`src/rtl/seg7_pkg.sv`:
```
// Shared types, hex pattern table and one-hot helper for seg7_scan_reader.
// Segment order is {g,f,e,d,c,b,a}, active-high.
package seg7_pkg;

  typedef enum logic [1:0] {
    WAIT,
    SETTLE,
    LOCKED
  } seg7_state_t;

  // Entry i is the segment pattern that displays hex digit i.
  localparam logic [15:0][6:0] SEG7_TABLE = {
    7'h71, 7'h79, 7'h5E, 7'h39,
    7'h7C, 7'h77, 7'h6F, 7'h7F,
    7'h07, 7'h7D, 7'h6D, 7'h66,
    7'h4F, 7'h5B, 7'h06, 7'h3F
  };

  function automatic logic seg7_onehot(
    input logic [31:0] v
  );
    return (v != 32'd0) &&
           ((v & (v - 32'd1)) == 32'd0);
  endfunction

endpackage

```
`src/rtl/seg7_scan_reader_if.sv`:
```
// Frame output handshake: value, err flags, valid/ready, sticky overflow.
// out_dp is present only when SEG7_DP_EN is defined.
interface seg7_scan_reader_if #(
  parameter int NDIG = 4
);
  logic [4*NDIG-1:0] out_value;
  logic [NDIG-1:0]   out_err;
  logic              out_valid;
  logic              out_ready;
  logic              overflow;
`ifdef SEG7_DP_EN
  logic [NDIG-1:0]   out_dp;

  modport master (
    output out_value, out_err, out_dp,
    output out_valid, overflow,
    input  out_ready
  );
  modport slave (
    input  out_value, out_err, out_dp,
    input  out_valid, overflow,
    output out_ready
  );
`else
  modport master (
    output out_value, out_err,
    output out_valid, overflow,
    input  out_ready
  );
  modport slave (
    input  out_value, out_err,
    input  out_valid, overflow,
    output out_ready
  );
`endif
endinterface

```
`src/rtl/seg7_pattern_decode.sv`:
```
// Combinational 7-segment pattern to hex nibble decoder.
// Ports: pat_i (7) in; nib_o (4), err_o (1) out; unknown -> nib 0, err 1.
module seg7_pattern_decode
  import seg7_pkg::*;
(
  input  logic [6:0] pat_i,
  output logic [3:0] nib_o,
  output logic       err_o
);

  always_comb begin
    nib_o = 4'd0;
    err_o = 1'b1;
    for (int i = 0; i < 16; i++) begin
      if (pat_i == SEG7_TABLE[i]) begin
        nib_o = 4'(i);
        err_o = 1'b0;
      end
    end
  end

endmodule

```
`src/rtl/seg7_scan_reader.sv`:
```
// Recovers the hex word shown on a multiplexed 7-seg bus; emits it on out_if.
// Ports: clk, rst_n, seg_in, dig_en, (seg_dp with SEG7_DP_EN), out_if master.
module seg7_scan_reader
  import seg7_pkg::*;
#(
  parameter int NDIG       = 4,
  parameter int STABLE_CYC = 3,
  parameter int CNT_W      = 4
) (
  input  logic            clk,
  input  logic            rst_n,
`ifdef SEG7_DP_EN
  input  logic            seg_dp,
`endif
  input  logic [6:0]      seg_in,
  input  logic [NDIG-1:0] dig_en,
  seg7_scan_reader_if.master out_if
);

  seg7_state_t state_q, state_d;
  logic [CNT_W-1:0] cnt_q, cnt_d;

  // Current and previous registered samples.
  logic [NDIG-1:0] dig_q, dig_d, dig_p_q, dig_p_d;
  logic [6:0]      seg_q, seg_d, seg_p_q, seg_p_d;

  logic [NDIG-1:0][3:0] slot_v_q, slot_v_d;
  logic [NDIG-1:0]      slot_e_q, slot_e_d;
  logic [NDIG-1:0]      mask_q, mask_d;

  logic [4*NDIG-1:0] val_q, val_d;
  logic [NDIG-1:0]   err_q, err_d;
  logic              vld_q, vld_d;
  logic              ovf_q, ovf_d;

`ifdef SEG7_DP_EN
  logic            dp_q, dp_d, dp_p_q, dp_p_d;
  logic [NDIG-1:0] slot_d_q, slot_d_d;
  logic [NDIG-1:0] odp_q, odp_d;
`endif

  logic [3:0] dec_nib;
  logic       dec_err;
  logic       onehot, same, cap;
  logic       accept, full;

  seg7_pattern_decode u_dec (
    .pat_i (seg_q),
    .nib_o (dec_nib),
    .err_o (dec_err)
  );

  always_comb begin
    dig_d   = dig_en;
    seg_d   = seg_in;
    dig_p_d = dig_q;
    seg_p_d = seg_q;
    same    = (dig_q == dig_p_q) &&
              (seg_q == seg_p_q);
`ifdef SEG7_DP_EN
    dp_d    = seg_dp;
    dp_p_d  = dp_q;
    same    = same && (dp_q == dp_p_q);
`endif
  end

  always_comb begin
    state_d = state_q;
    cnt_d   = cnt_q;
    cap     = 1'b0;
    onehot  = seg7_onehot(32'(dig_q));
    unique case (state_q)
      WAIT: begin
        if (onehot) begin
          state_d = SETTLE;
          cnt_d   = CNT_W'(1);
        end else begin
          cnt_d   = '0;
        end
      end
      SETTLE: begin
        if (!onehot) begin
          state_d = WAIT;
          cnt_d   = '0;
        end else if (same) begin
          cnt_d   = cnt_q + CNT_W'(1);
        end else begin
          cnt_d   = CNT_W'(1);
        end
      end
      LOCKED: begin
        if (!same) begin
          if (!onehot) begin
            state_d = WAIT;
            cnt_d   = '0;
          end else begin
            state_d = SETTLE;
            cnt_d   = CNT_W'(1);
          end
        end
      end
      default: begin
        state_d = WAIT;
        cnt_d   = '0;
      end
    endcase
    // Stability reached: capture on this edge and lock.
    if (state_d == SETTLE &&
        cnt_d == CNT_W'(STABLE_CYC)) begin
      cap     = 1'b1;
      state_d = LOCKED;
    end
  end

  always_comb begin
    slot_v_d = slot_v_q;
    slot_e_d = slot_e_q;
    mask_d   = mask_q;
    val_d    = val_q;
    err_d    = err_q;
    vld_d    = vld_q;
    ovf_d    = ovf_q;
`ifdef SEG7_DP_EN
    slot_d_d = slot_d_q;
    odp_d    = odp_q;
`endif
    accept   = vld_q && out_if.out_ready;
    full     = &mask_q;
    if (accept) vld_d = 1'b0;
    // Output load reads the slots before any capture this cycle.
    if (full) begin
      mask_d = '0;
      if (!vld_q || accept) begin
        val_d = slot_v_q;
        err_d = slot_e_q;
        vld_d = 1'b1;
`ifdef SEG7_DP_EN
        odp_d = slot_d_q;
`endif
      end else begin
        ovf_d = 1'b1;
      end
    end
    if (cap) begin
      for (int i = 0; i < NDIG; i++) begin
        if (dig_q[i]) begin
          slot_v_d[i] = dec_nib;
          slot_e_d[i] = dec_err;
`ifdef SEG7_DP_EN
          slot_d_d[i] = dp_q;
`endif
        end
      end
      mask_d = mask_d | dig_q;
    end
  end

  always_ff @(posedge clk or negedge rst_n) begin
    if (!rst_n) begin
      state_q  <= WAIT;
      cnt_q    <= '0;
      dig_q    <= '0;
      seg_q    <= '0;
      dig_p_q  <= '0;
      seg_p_q  <= '0;
      slot_v_q <= '0;
      slot_e_q <= '0;
      mask_q   <= '0;
      val_q    <= '0;
      err_q    <= '0;
      vld_q    <= 1'b0;
      ovf_q    <= 1'b0;
`ifdef SEG7_DP_EN
      dp_q     <= 1'b0;
      dp_p_q   <= 1'b0;
      slot_d_q <= '0;
      odp_q    <= '0;
`endif
    end else begin
      state_q  <= state_d;
      cnt_q    <= cnt_d;
      dig_q    <= dig_d;
      seg_q    <= seg_d;
      dig_p_q  <= dig_p_d;
      seg_p_q  <= seg_p_d;
      slot_v_q <= slot_v_d;
      slot_e_q <= slot_e_d;
      mask_q   <= mask_d;
      val_q    <= val_d;
      err_q    <= err_d;
      vld_q    <= vld_d;
      ovf_q    <= ovf_d;
`ifdef SEG7_DP_EN
      dp_q     <= dp_d;
      dp_p_q   <= dp_p_d;
      slot_d_q <= slot_d_d;
      odp_q    <= odp_d;
`endif
    end
  end

  assign out_if.out_value = val_q;
  assign out_if.out_err   = err_q;
  assign out_if.out_valid = vld_q;
  assign out_if.overflow  = ovf_q;
`ifdef SEG7_DP_EN
  assign out_if.out_dp    = odp_q;
`endif

endmodule

```
`src/flat_wrapper.sv`:
```
// flat-port wrapper written by rule: the top's interface ports become plain ports
module seg7_scan_reader_flat import seg7_pkg::*;
#(
  parameter int NDIG       = 4,
  parameter int STABLE_CYC = 3,
  parameter int CNT_W      = 4
)
  (clk, rst_n, seg_in, dig_en, out_if_out_value, out_if_out_err, out_if_out_valid, out_if_overflow, out_if_out_ready);
  seg7_scan_reader_if #(.NDIG(NDIG)) out_if_i ();
  input  logic clk;
  input  logic rst_n;
  input  logic [6:0] seg_in;
  input  logic [NDIG-1:0] dig_en;
  output wire logic [$bits(out_if_i.out_value)-1:0] out_if_out_value;
  output wire logic [$bits(out_if_i.out_err)-1:0] out_if_out_err;
  output wire logic [$bits(out_if_i.out_valid)-1:0] out_if_out_valid;
  output wire logic [$bits(out_if_i.overflow)-1:0] out_if_overflow;
  input wire logic [$bits(out_if_i.out_ready)-1:0] out_if_out_ready;
  assign out_if_out_value = out_if_i.out_value;
  assign out_if_out_err = out_if_i.out_err;
  assign out_if_out_valid = out_if_i.out_valid;
  assign out_if_overflow = out_if_i.overflow;
  assign out_if_i.out_ready = out_if_out_ready;
  seg7_scan_reader #(.NDIG(NDIG), .STABLE_CYC(STABLE_CYC), .CNT_W(CNT_W)) u_core (.clk(clk), .rst_n(rst_n), .seg_in(seg_in), .dig_en(dig_en), .out_if(out_if_i));
endmodule
```
`config.mk`:
```
export PLATFORM = sky130hd
export DESIGN_NAME = seg7_scan_reader_flat
export DESIGN_NICKNAME = d
export VERILOG_FILES = /design/src/rtl/seg7_pkg.sv /design/src/rtl/seg7_scan_reader_if.sv /design/src/rtl/seg7_pattern_decode.sv /design/src/rtl/seg7_scan_reader.sv /design/src/flat_wrapper.sv
export SDC_FILE = /design/constraint.sdc
export NUM_CORES = 1
export LEC_CHECK = 0
export CORE_MARGIN = 4
export CORE_UTILIZATION = 50
export CTS_CLUSTER_SIZE = 40
export DETAILED_ROUTE_END_ITERATION = 10
export PLACE_DENSITY = 0.72
export SLEW_MARGIN = 30
export SYNTH_ARGS = -nofsm -noshare
export SYNTH_HDL_FRONTEND = slang
export SYNTH_HIERARCHICAL = 1
export SYNTH_SLANG_ARGS = --single-unit
```
`constraint.sdc`:
```
create_clock -name clk -period 4.5 [get_ports clk]
set_input_delay 0.45 -clock clk [delete_from_list [all_inputs] [get_ports clk]]
set_output_delay 0.45 -clock clk [all_outputs]
set_load 0.03 [all_outputs]
```
# --- After elaboration in Yosys (flattened, before gate mapping) ---
# Cells that the tools add are included.
totals:
  in_bits: 14
  register_bits: 74
  elab_cells: 110
classes:
  muxes: 48
  n_reduce_logical: 16
  add_sub_neg: 2
  bitwise_logic: 3
  eq_ne: 22
ops:
  columns: ["cell", "n"]
  rows:
  - ["7-bit == test (second input constant)", 12]
  - ["4-bit two-way mux", 19]
  - ["4-bit by 32-bit bitwise AND with 32-bit output", 1]
  - ["32-bit zero test", 1]
  - ["1-bit two-way mux", 23]
  - ["7-bit by 3-bit == test with 1-bit output (second input constant)", 2]
  - ["7-bit by 6-bit == test with 1-bit output (second input constant)", 2]
  - ["4-bit case mux with 3 select lines", 1]
  - ["5-bit AND reduction", 2]
  - ["2-bit two-way mux", 4]
  - ["2-bit AND reduction", 4]
  - ["7-bit == test", 1]
  - ["2-bit case mux with 3 select lines", 1]
  - ["4-bit by 1-bit subtractor with 5-bit output (second input constant)", 1]
  - ["4-bit by 1-bit adder with 4-bit output (second input constant)", 1]
  - ["2-bit by 1-bit == test with 1-bit output (second input constant)", 2]
  - ["4-bit by 2-bit == test with 1-bit output (second input constant)", 1]
  - ["4-bit == test", 1]
  - ["1-bit logical AND", 4]
  - ["4-bit bitwise OR", 1]
  - ["4-bit AND reduction", 1]
  - ["4-bit nonzero test", 1]
  - ["2-bit == test (second input constant)", 1]
  - ["2-bit zero test", 1]
  - ["other kinds (3)", 3]

# --- Logic depth before layout (Yosys ltp) ---
# Gate-level depths: netlist of run 1.
logic_depth:
  word_depth: 17
  ltp_mapped: 7
  depth_no_buf: 7

# --- By module ---
# The synthesis of run 1 kept the hierarchy.
by_module_without_submodules:
  columns: ["module", "instances", "cells_per_inst", "area_each_um2", "seq_area_each_um2"]
  rows:
  - ["seg7_scan_reader", 1, 188, 2805.2, 1851.8]
  - ["seg7_pattern_decode", 1, 53, 339.1, 0.0]

# --- Least setup slack after synthesis of run 1 ---
# No wires, ideal clock.
synth_path:
  kind: "register to register"
  start: "register u_core.cnt_q[0]"
  end: "register u_core.slot_e_q[0]"
  setup_slack_ps: 2291
  t_arrival_ps: 2082
  setup_ps: 128
  stages_incl_launch_ff: 8
  required_ps: 4372
  path_cell_list: "dfrtp_1 ha_1 xnor2_1 nand4_1 a21o_1 a2111oi_4 nand3_2 mux2_1"
synth_via:
  elab_chain_len: 8
synth_rtl:
  columns: ["item", "line", "rtl"]
  rows:
  - ["from (decl)", "seg7_scan_reader.sv:21", "logic [CNT_W-1:0] cnt_q, cnt_d;"]
  - ["from (signal assigned)", "seg7_scan_reader.sv:181", "cnt_q <= cnt_d;"]
  - ["4-bit by 1-bit adder with 4-bit output", "seg7_scan_reader.sv:86", "cnt_d = cnt_q + CNT_W'(1);"]
  - ["4-bit two-way mux", "seg7_scan_reader.sv:85", "end else if (same) begin"]
  - ["4-bit two-way mux", "seg7_scan_reader.sv:82", "if (!onehot) begin"]
  - ["4-bit case mux with 3 select lines (*)", "seg7_scan_reader.sv:72", "unique case (state_q)"]
  - ["4-bit by 2-bit == test with 1-bit output (*)", "seg7_scan_reader.sv:109", "cnt_d == CNT_W'(STABLE_CYC)) begin"]
  - ["1-bit logical AND (*)", "seg7_scan_reader.sv:108", "if (state_d == SETTLE &&"]
  - ["1-bit two-way mux (*)", "seg7_scan_reader.sv:108", null]
  - ["2-bit AND reduction (no line) (*)", null, null]
  - ["to (signal assigned)", "seg7_scan_reader.sv:187", "slot_e_q <= slot_e_d;"]
  - ["to (decl)", "seg7_scan_reader.sv:28", "logic [NDIG-1:0] slot_e_q, slot_e_d;"]
# Mark *: on every way between the ends. The rest lies on a longest branch, timed or not.
# A chain may end at the register's enable or synchronous reset.

# --- Worst setup path after layout of run 1 ---
layout_path:
  start: "register u_core.seg_q[0], in the netlist u_core/seg_p_d[0]"
  end: "register u_core.slot_e_q[3]"
layout_via:
  elab_chain_len: 17
layout_rtl:
  columns: ["item", "line", "rtl"]
  rows:
  - ["from (decl)", "seg7_scan_reader.sv:25", "logic [6:0] seg_q, seg_d, seg_p_q, seg_p_d;"]
  - ["from (signal assigned)", "seg7_scan_reader.sv:183", "seg_q <= seg_d;"]
  - ["7-bit by 6-bit == test with 1-bit output", "seg7_pattern_decode.sv:15", "if (pat_i == SEG7_TABLE[i]) begin"]
  - ["1-bit two-way mux (16 in a row)", "seg7_pattern_decode.sv:15", null]
# Parallel ways exist; a longest one is shown, timed or not.

==> metrics, run 1 <==
# DRC 0; Setup TNS 0 ps; via count 1998; Post-synth top cells 74 x dfrtp_1, 39 x mux2_2, 16 x nand2_1; critical-path maximum fanout 19; Initial DRC Count 104; delay-heaviest family, CP simple AND/OR/NAND/NOR gates; critical path data arrival time 2840 ps; status complete, no violations; WP depth 6; global-route wire length before repair 9310 um; clock share of power 0.430; final hold violation count 0; initial antenna violation count 0; primary flip-flop cell chosen by synthesis mapping dfrtp_1; min-delay worst type in2async; nets@finish 295; Lkg Pwr about 0.0017 uW; first drt pass iteration count 4; antenna viol nets, final 0; Std-Cell Rows 28; clk root buf clkbuf_8; register area approximately 1900 sq um; GR Overflow Total 0; Power Density 352 nW/um^2; syn_area_per_cell 13.0 sq um; Port Buf Inserts 35; Num Clock Sinks 74; Avg WL per Cell 15.5 um; share of layout cells above drive strength 1 0.232; Total GRT Usage 0.160; Starting Density 0.522; htree depth 3; Final Critical Period 2610 ps; final setup violation count 0; CTS Hold Bufs 0; TritonCTS Buffers 9; fill cell count 468; Max-Cap Viols 0; Final period util 0.581; top cell type's share of synthesized area 0.589; Post-synth EDFFs 0; placed cell area 3560 sq um; area of the mapped netlist 3140 sq um; syn_nets 256; CP endpoint kind flip-flop; share of flip-flops with an asynchronous set or reset 1.00; P&R area growth vs syn 20.4%; Logic pwr share 0.047; Slew @ Worst Pin around 900 ps; internal power 1030 uW; clock buffer depth 2; critical path launch point type flip-flop; area occupied by multi-input gates 1240 sq um; Worst path max stage delay 660 ps; NetSw 298 uW; top area cells in the synthesized netlist dfrtp_1 59%, mux2_2 14%, xnor2_1 3.6%; slew margin rel. 0.409; CTS resizes 0; die area between 7000 and 8000 sq um; fin. max-slew vios 0; number of post-CTS setup repair buffers 0; Inserted Diodes 0; gpl congestion 0.814; vias per cell between 5 and 6; Crit path required time 4730 ps; slowest CP cell dfrtp_1; final wirelength 5580 um; synth warn 6; Seq/Total Area, Yosys 0.589; Distinct cells, synth 47; final setup margin 1890 ps; IO Pins 36; top-count cell post-synth dfrtp_1; Clock transition at path regs around 80 ps; CP cell instances xnor2_1 -> nand4_1 -> or3_4 -> a2111oi_4 -> nand3_2 -> mux2_1; Worst Path Buf+Inv 0; largest net degree at the start of global routing 51; critical path type reg2reg; largest area contributor in the netlist dfrtp_1; fmax about 380 MHz; Die Wd between 80 and 90 um; Synth Instances roughly 240; Peak VDD IR 0.205 mV; Yosys reg bits 74; post-placement setup slack 1910 ps; R2R depth 6; sw frac 0.224; clk_skew 13.1 ps; number of global-route vias before repair 1904; Clk Latency, worst-skew pair 350 ps; HPWL after detailed placement 3780 um; sequential power share 0.523; core area 6030 sq um; CTS tree done; Design Area, Final 3780 sq um; Chip Height 87.3 um; RSZ-0062 raised after global routing no
==> routing by layer <==
layer  vias up  routed length [um]  GRT usage
met4         0                  77     0.0795
met1       995                2580      0.214
met3         9                 209     0.0312
li1        952                   -          -
met5         -                   0          0
met2        42                2710      0.250
==> cell type report <==
class / instances / share of cell area
Sequential cell: 74 / 0.489
Multi-Input combinational cell: 155 / 0.328
Timing Repair Buffer: 37 / 0.0959
Clock buffer: 10 / 0.0364
Tap cell: 75 / 0.0248
Clock inverter: 6 / 0.0231
Inverter: 3 / 0.00298
==> power by group through the flow <==
stage	Sequential [uW]	Clock (uW)	Combinational, uW
after floorplan	699	0	40.1
after global placement	710	0	62.2
after detailed placement	710	0	63.3
after CTS	697	588	63.8
after global routing	700	614	70.0
final	697	573	62.4
==> layout by cell type (no fill, tap or decap), types with 5 or more instances in the layout <==
cell type	n
nor2_1	6
nor3_1	7
xnor2_1	13
nand2_1	16
a21oi_1	5
dfrtp_1	74
nand3_1	6
mux2_2	39
o21ai_0	5
clkdlybuf4s50_1	34
clkbuf_8	10
nand4_1	6
==> cell families after synthesis <==
kind of cell	Yosys count	synth area share
compound gates	31	0.0752
flops	74	0.589
xor+xnor	16	0.0446
buf+inv	12	0.0167
fa+ha+maj	1	0.00398
mux	42	0.150
simple gates	65	0.121
==> flip-flops by register name, indices dropped and copies added, names as in the netlist, 2 cells and up <==
signal,cells
u_core/state_q,2
u_core/dig_p_q,4
u_core/slot_v_q,16
u_core/out_if.out_value,16
u_core/slot_e_q,4
u_core/cnt_q,4
u_core/mask_q,4
u_core/seg_p_q,7
u_core/out_if.out_err,4
u_core/dig_p_d,4
u_core/seg_p_d,7
==> worst paths after layout <==
path                                                     from  slack [ps]                                endpoint
min in group clk           u_core/out_if.overflow$_DFFE_PN0P_         470      u_core/out_if.overflow$_DFFE_PN0P_
max in group asynchronous                               rst_n        3610  u_core/out_if.out_value[0]$_DFFE_PN0P_
hold reg to reg            u_core/out_if.overflow$_DFFE_PN0P_         470      u_core/out_if.overflow$_DFFE_PN0P_
hold / removal                                          rst_n         110             u_core/seg_p_q[5]$_DFF_PN0_
setup reg to reg                  u_core/seg_p_d[0]$_DFF_PN0_        1890          u_core/slot_e_q[3]$_DFFE_PN0P_
setup / recovery                  u_core/seg_p_d[0]$_DFF_PN0_        1890          u_core/slot_e_q[3]$_DFFE_PN0P_
==> stage by stage <==
step	util	cells	hold slack, ps	power, uW
after global placement	0.590	344	454	772
after CTS	0.628	360	134	1350
after global routing	0.628	360	157	1380
final	0.628	360	115	1330
after floorplan	-	241	154	739
after detailed placement	0.591	344	460	773
Power figures use the tool's default switching activity.
==> inputs of run 2 (changes only) <==
- PLACE_DENSITY: 0.72 -> 0.75
- clock period: 4.5 -> 2.1 ns (I/O delays scaled with it)
==> metrics, run 2 (same netlist as run 1, synthesis figures left out) <==
status complete, but fails checks (was complete, no violations); failing checks setup timing; commonest non-fill, non-tap cell in the layout dfrtp_1 (unchanged); antenna viol nets, final 0 (unchanged); Setup TNS -2070 ps (was 0 ps); Initial DRC Count 66 (was 104); htree depth 3 (unchanged); critical path launch point type flip-flop (unchanged); RSZ-0062 raised after global routing yes (was no); final wirelength 6560 um (was 5580 um); M3 GR Usage 0.0407 (was 0.0312); fin. max-slew vios 0 (unchanged); R2R Path Start u_core/dig_p_d[3]$_DFF_PN0_ (was u_core/seg_p_d[0]$_DFF_PN0_); Inserted Diodes 0 (unchanged); reg2reg end u_core/slot_v_q[13]$_DFFE_PN0P_ (was u_core/slot_e_q[3]$_DFFE_PN0P_); largest net degree at the start of global routing 31 (was 51); CP cell instances xnor2_2 -> nand3_2 -> buf_6 -> o41ai_4 -> buf_4 -> a211oi_4 -> buf_12 -> nand3_4 -> mux2_2 (was xnor2_1 -> nand4_1 -> or3_4 -> a2111oi_4 -> nand3_2 -> mux2_1); Clock transition at path regs 80 ps (about the same); core area 6030 sq um (unchanged); nets@finish 330 (was 295); Final Critical Period 2230 ps (was 2610 ps); via count 2204 (was 1998); number of global-route vias before repair 2260 (was 1904); Lkg Pwr 0.00190 uW (was 0.00169 uW); Clk Latency, worst-skew pair 350 ps (about the same); TritonCTS Buffers 9 (unchanged); min-delay worst type in2reg (was in2async); # DRC 0 (unchanged); worst reg2reg setup slack -130 ps (was 1890 ps); first drt pass iteration count 6 (was 4); GR Overflow Total 0 (unchanged); Worst path max stage delay 470 ps (was 660 ps); Std-Cell Rows 28 (unchanged); slowest CP cell dfrtp_2 (was dfrtp_1); fin cells 395 (was 360); Num Clock Sinks 74 (unchanged); Slew @ Worst Pin 757 ps (was 874 ps); die area 7620 sq um (unchanged); Avg WL per Cell 16.6 um (was 15.5 um); slew margin rel. 0.488 (was 0.409); Die Wd 87.3 um (unchanged); critical path data arrival time 2460 ps (was 2840 ps); gpl congestion 0.866 (was 0.814); P&R area growth vs syn 33.1% (was 20.4%); Critical Path Start u_core/dig_p_d[3]$_DFF_PN0_ (was u_core/seg_p_d[0]$_DFF_PN0_); fill cell count 432 (was 468); most frequent cells in the layout 72 x dfrtp_1, 38 x mux2_2, 34 x clkdlybuf4s50_1 (was 74 x dfrtp_1, 39 x mux2_2, 34 x clkdlybuf4s50_1); share of layout cells above drive strength 1 0.356 (was 0.232); Power Density 653 nW/um^2 (was 352 nW/um^2); clk_skew 9.41 ps (was 13.1 ps); gr busiest metal met2 (unchanged); clock buffer depth 2 (unchanged); final setup violation count 20 (was 0); Chip Height 87.3 um (unchanged); final setup margin -131 ps (was 1890 ps); critical path type reg2reg (unchanged); fmax 448 MHz (was 382 MHz); final core occ 0.695 (was 0.628); Peak VDD IR 0.451 mV (was 0.205 mV); Crit path required time 2330 ps (was 4730 ps); Final Power 2730 uW (was 1330 uW); CP endpoint kind flip-flop (unchanged); DP Cell Count 372 (was 344); met2 GRT Util 0.290 (was 0.250); GR Layer Usage met1 0.250 (was 0.214); HPWL after detailed placement 4330 um (was 3780 um); Port Buf Inserts 35 (unchanged); Starting Density 0.522 (unchanged); final hold violation count 0 (unchanged); CTS tree done (unchanged); vias per cell 5.58 (was 5.55); clk root buf clkbuf_8 (unchanged); IO Pins 36 (unchanged); R2R depth 9 (was 6); CP Capture Point u_core/slot_v_q[13]$_DFFE_PN0P_ (was u_core/slot_e_q[3]$_DFFE_PN0P_); Max-Cap Viols 0 (unchanged); critical-path maximum fanout 6 (was 19); Final period util 1.06 (was 0.581); global-route wire length before repair 10900 um (was 9310 um); initial antenna violation count 0 (unchanged); Total GRT Usage 0.190 (was 0.160); worst hold slack 290 ps (was 115 ps)
## run 2: where the power goes
part	switching, uW	internal, uW
Sequential	20.3	1450
Combinational	119	107
Clock	543	498
Total	681	2050
## run 2: layer usage
| layer | up-vias | part of all wire |
|---|---|---|
| met3 | 14 | 0.035 |
| met1 | 1109 | 0.44 |
| met4 | 0 | 0.028 |
| met5 | - | 0 |
| li1 | 1026 | - |
| met2 | 55 | 0.49 |
## run 2: worst min-delay path by stage
stage	from	end	slack (ps)	cells past startpoint
floorplan	rst_n	u_core/cnt_q[0]$_DFF_PN0_	-90	0
global placement	rst_n	u_core/dig_p_d[2]$_DFF_PN0_	220	1
detailed placement	rst_n	u_core/dig_p_d[2]$_DFF_PN0_	230	1
CTS	seg_in[0]	u_core/seg_p_d[0]$_DFF_PN0_	280	1
global route	seg_in[2]	u_core/seg_p_d[2]$_DFF_PN0_	270	1
finish	seg_in[0]	u_core/seg_p_d[0]$_DFF_PN0_	290	1
## run 2: metrics by stage
step	instance area, sq um	setup slack, ps
6_report	4190	-131
2_1_floorplan	3150	-70.4
4_1_cts	4100	-101
3_5_place_dp	3810	-223
5_1_grt	4190	-237
3_3_place_gp	3810	-246
## run 2: final cells by class
class | instances | area (sq um) | share of cell area
flip-flops and latches | 74 | 1850 | 0.443
multi-input cells | 155 | 1350 | 0.321
repair buffers | 72 | 694 | 0.166
clock buffers | 11 | 151 | 0.0362
well taps | 75 | 93.8 | 0.0224
clock inverters | 5 | 35.0 | 0.00837
inverters | 3 | 11.3 | 0.00269
## run 2: worst max-delay path, delay by kind of cell (launching register included)
kind            cells  cell delay [ps]
mux                 1              360
compound gates      2              350
flops               1              470
xor+xnor            1              190
buf+inv             3              480
simple gates        2              270
## run 2: what timing repair did
action | 4_1_cts | 5_1_grt
endpoints found under the hold margin | 20 | 0
buffers inserted | 3 | 4
pin swaps | 5 | 6
gates resized for setup | 12 | 11
hold buffers | 1 | 0
endpoints found under the setup margin | 21 | 24
==> inputs of run 3 (changes only) <==
- MAX_ROUTING_LAYER: unset -> met4
- SKIP_CTS_REPAIR_TIMING: unset -> 1
==> metrics, run 3 (same netlist as run 1, synthesis figures left out) <==
Max-Cap Viols 0 (unchanged); Crit path required time 2330 ps (about the same); CTS tree done (unchanged); critical-path maximum fanout 6 (unchanged); commonest non-fill, non-tap cell in the layout dfrtp_1 (unchanged); status complete, but fails checks (unchanged); Slew @ Worst Pin 545 ps (was 757 ps); nets@finish 329 (was 330); critical path data arrival time 2560 ps (was 2460 ps); Peak VDD IR 0.445 mV (was 0.451 mV); critical path launch point type flip-flop (unchanged); final setup violation count 20 (unchanged); slowest CP cell o41ai_1 (was dfrtp_2); Crit path top cell by count buf_4; Total GRT Usage 0.191 (was 0.190); RSZ-0062 raised after global routing yes (unchanged); antenna viol nets, final 0 (unchanged); Port Buf Inserts 35 (unchanged); CP cell instances xnor2_2 -> nand4_1 -> buf_4 -> o41ai_1 -> buf_4 -> a211oi_4 -> nand3_4 -> mux2_2 (was xnor2_2 -> nand3_2 -> buf_6 -> o41ai_4 -> buf_4 -> a211oi_4 -> buf_12 -> nand3_4 -> mux2_2); Final Critical Period 2320 ps (was 2230 ps); HPWL after detailed placement 4330 um (unchanged); Worst Path Buf+Inv 2 (was 3); min-delay worst type in2reg (unchanged); die area 7620 sq um (unchanged); GR Overflow Total 0 (unchanged); worst hold slack 286 ps (was 290 ps); # DRC 0 (unchanged); clock buffer depth 2 (unchanged); initial antenna violation count 0 (unchanged); clk root buf clkbuf_8 (unchanged); htree depth 3 (unchanged); number of global-route vias before repair 2209 (was 2260); IO Pins 36 (unchanged); final setup margin -223 ps (was -131 ps); gpl congestion 0.881 (was 0.866); Chip Height 87.3 um (unchanged); largest net degree at the start of global routing 31 (unchanged); slew margin rel. 0.637 (was 0.488); Setup TNS -3910 ps (was -2070 ps); via count 2172 (was 2204); P&R area growth vs syn 32.8% (was 33.1%); Starting Density 0.522 (unchanged); final wirelength 6540 um (was 6560 um); first drt pass iteration count 4 (was 6); Std-Cell Rows 28 (unchanged); worst reg2reg setup slack -220 ps (was -130 ps); Power Density 655 nW/um^2 (was 653 nW/um^2); Clock transition at path regs 80 ps (about the same); global-route wire length before repair 10700 um (was 10900 um); clk_skew 10.9 ps (was 9.41 ps); Avg WL per Cell 16.6 um (about the same); Final Power 2730 uW (about the same); fin. max-slew vios 0 (unchanged); Worst path max stage delay 430 ps (was 470 ps); Die Wd 87.3 um (unchanged); final hold violation count 0 (unchanged); fmax 430 MHz (was 448 MHz); vias per cell 5.51 (was 5.58); CP endpoint kind flip-flop (unchanged); core area 6030 sq um (unchanged); failing checks setup timing (unchanged); share of layout cells above drive strength 1 0.361 (was 0.356); TritonCTS Buffers 9 (unchanged); critical path type reg2reg (unchanged); most frequent cells in the layout 72 x dfrtp_1, 39 x mux2_2, 34 x clkdlybuf4s50_1 (was 72 x dfrtp_1, 38 x mux2_2, 34 x clkdlybuf4s50_1); Inserted Diodes 0 (unchanged); Num Clock Sinks 74 (unchanged); fill cell count 431 (was 432); Final period util 1.11 (was 1.06); delay-heaviest family, CP compound AO/OA/AOI/OAI gates (was buffers and inverters); Lkg Pwr 0.00188 uW (was 0.00190 uW); Initial DRC Count 93 (was 66); Clk Latency, worst-skew pair 350 ps (about the same)
==> run 3: layout make-up <==
cell class | count | area [sq um] | share of cell area
sequential | 74 | 1850 | 0.444
timing repair buffer | 71 | 671 | 0.161
inverter | 3 | 11.3 | 0.00270
clock inverter | 5 | 35.0 | 0.00839
clock buffer | 11 | 151 | 0.0363
tap | 75 | 93.8 | 0.0225
multi-input combinational | 155 | 1360 | 0.325
==> run 3: path summary, 6_finish.rpt <==
path / from / endpoint / cells after the start
max: u_core/seg_p_q[0]$_DFF_PN0_ / u_core/slot_v_q[13]$_DFFE_PN0P_ / 8
min: seg_in[0] / u_core/seg_p_d[0]$_DFF_PN0_ / 1
max reg2reg: u_core/seg_p_q[0]$_DFF_PN0_ / u_core/slot_v_q[13]$_DFFE_PN0P_ / 8
min reg2reg: u_core/dig_p_d[2]$_DFF_PN0_ / u_core/dig_p_q[2]$_DFF_PN0_ / 0
max in group asynchronous: rst_n / u_core/dig_p_d[3]$_DFF_PN0_ / 3
min in group asynchronous: rst_n / u_core/seg_p_d[2]$_DFF_PN0_ / 2
==> run 3: through the flow <==
stage | setup slack, ps | instance area (sq um) | util | std cells
5_1_grt | -326 | 4180 | 0.693 | 394
4_1_cts | -260 | 4000 | 0.664 | 388
6_report | -223 | 4180 | 0.693 | 394
3_3_place_gp | -246 | 3810 | 0.633 | 372
3_5_place_dp | -223 | 3810 | 0.633 | 372
2_1_floorplan | -70.4 | 3150 | - | 241
==> run 3: power by group <==
group / internal (uW) / total (uW) / switching [uW]
Combinational: 102 / 218 / 115
Clock: 498 / 1050 / 548
Sequential: 1450 / 1470 / 21.4
Total: 2050 / 2730 / 685
==> run 3: per-layer routing <==
layer | GRT usage | share of wire
met2 | 0.284 | 0.50
met4 | 0.0962 | 0.019
met1 | 0.252 | 0.45
met5 | - | 0
met3 | 0.0369 | 0.033
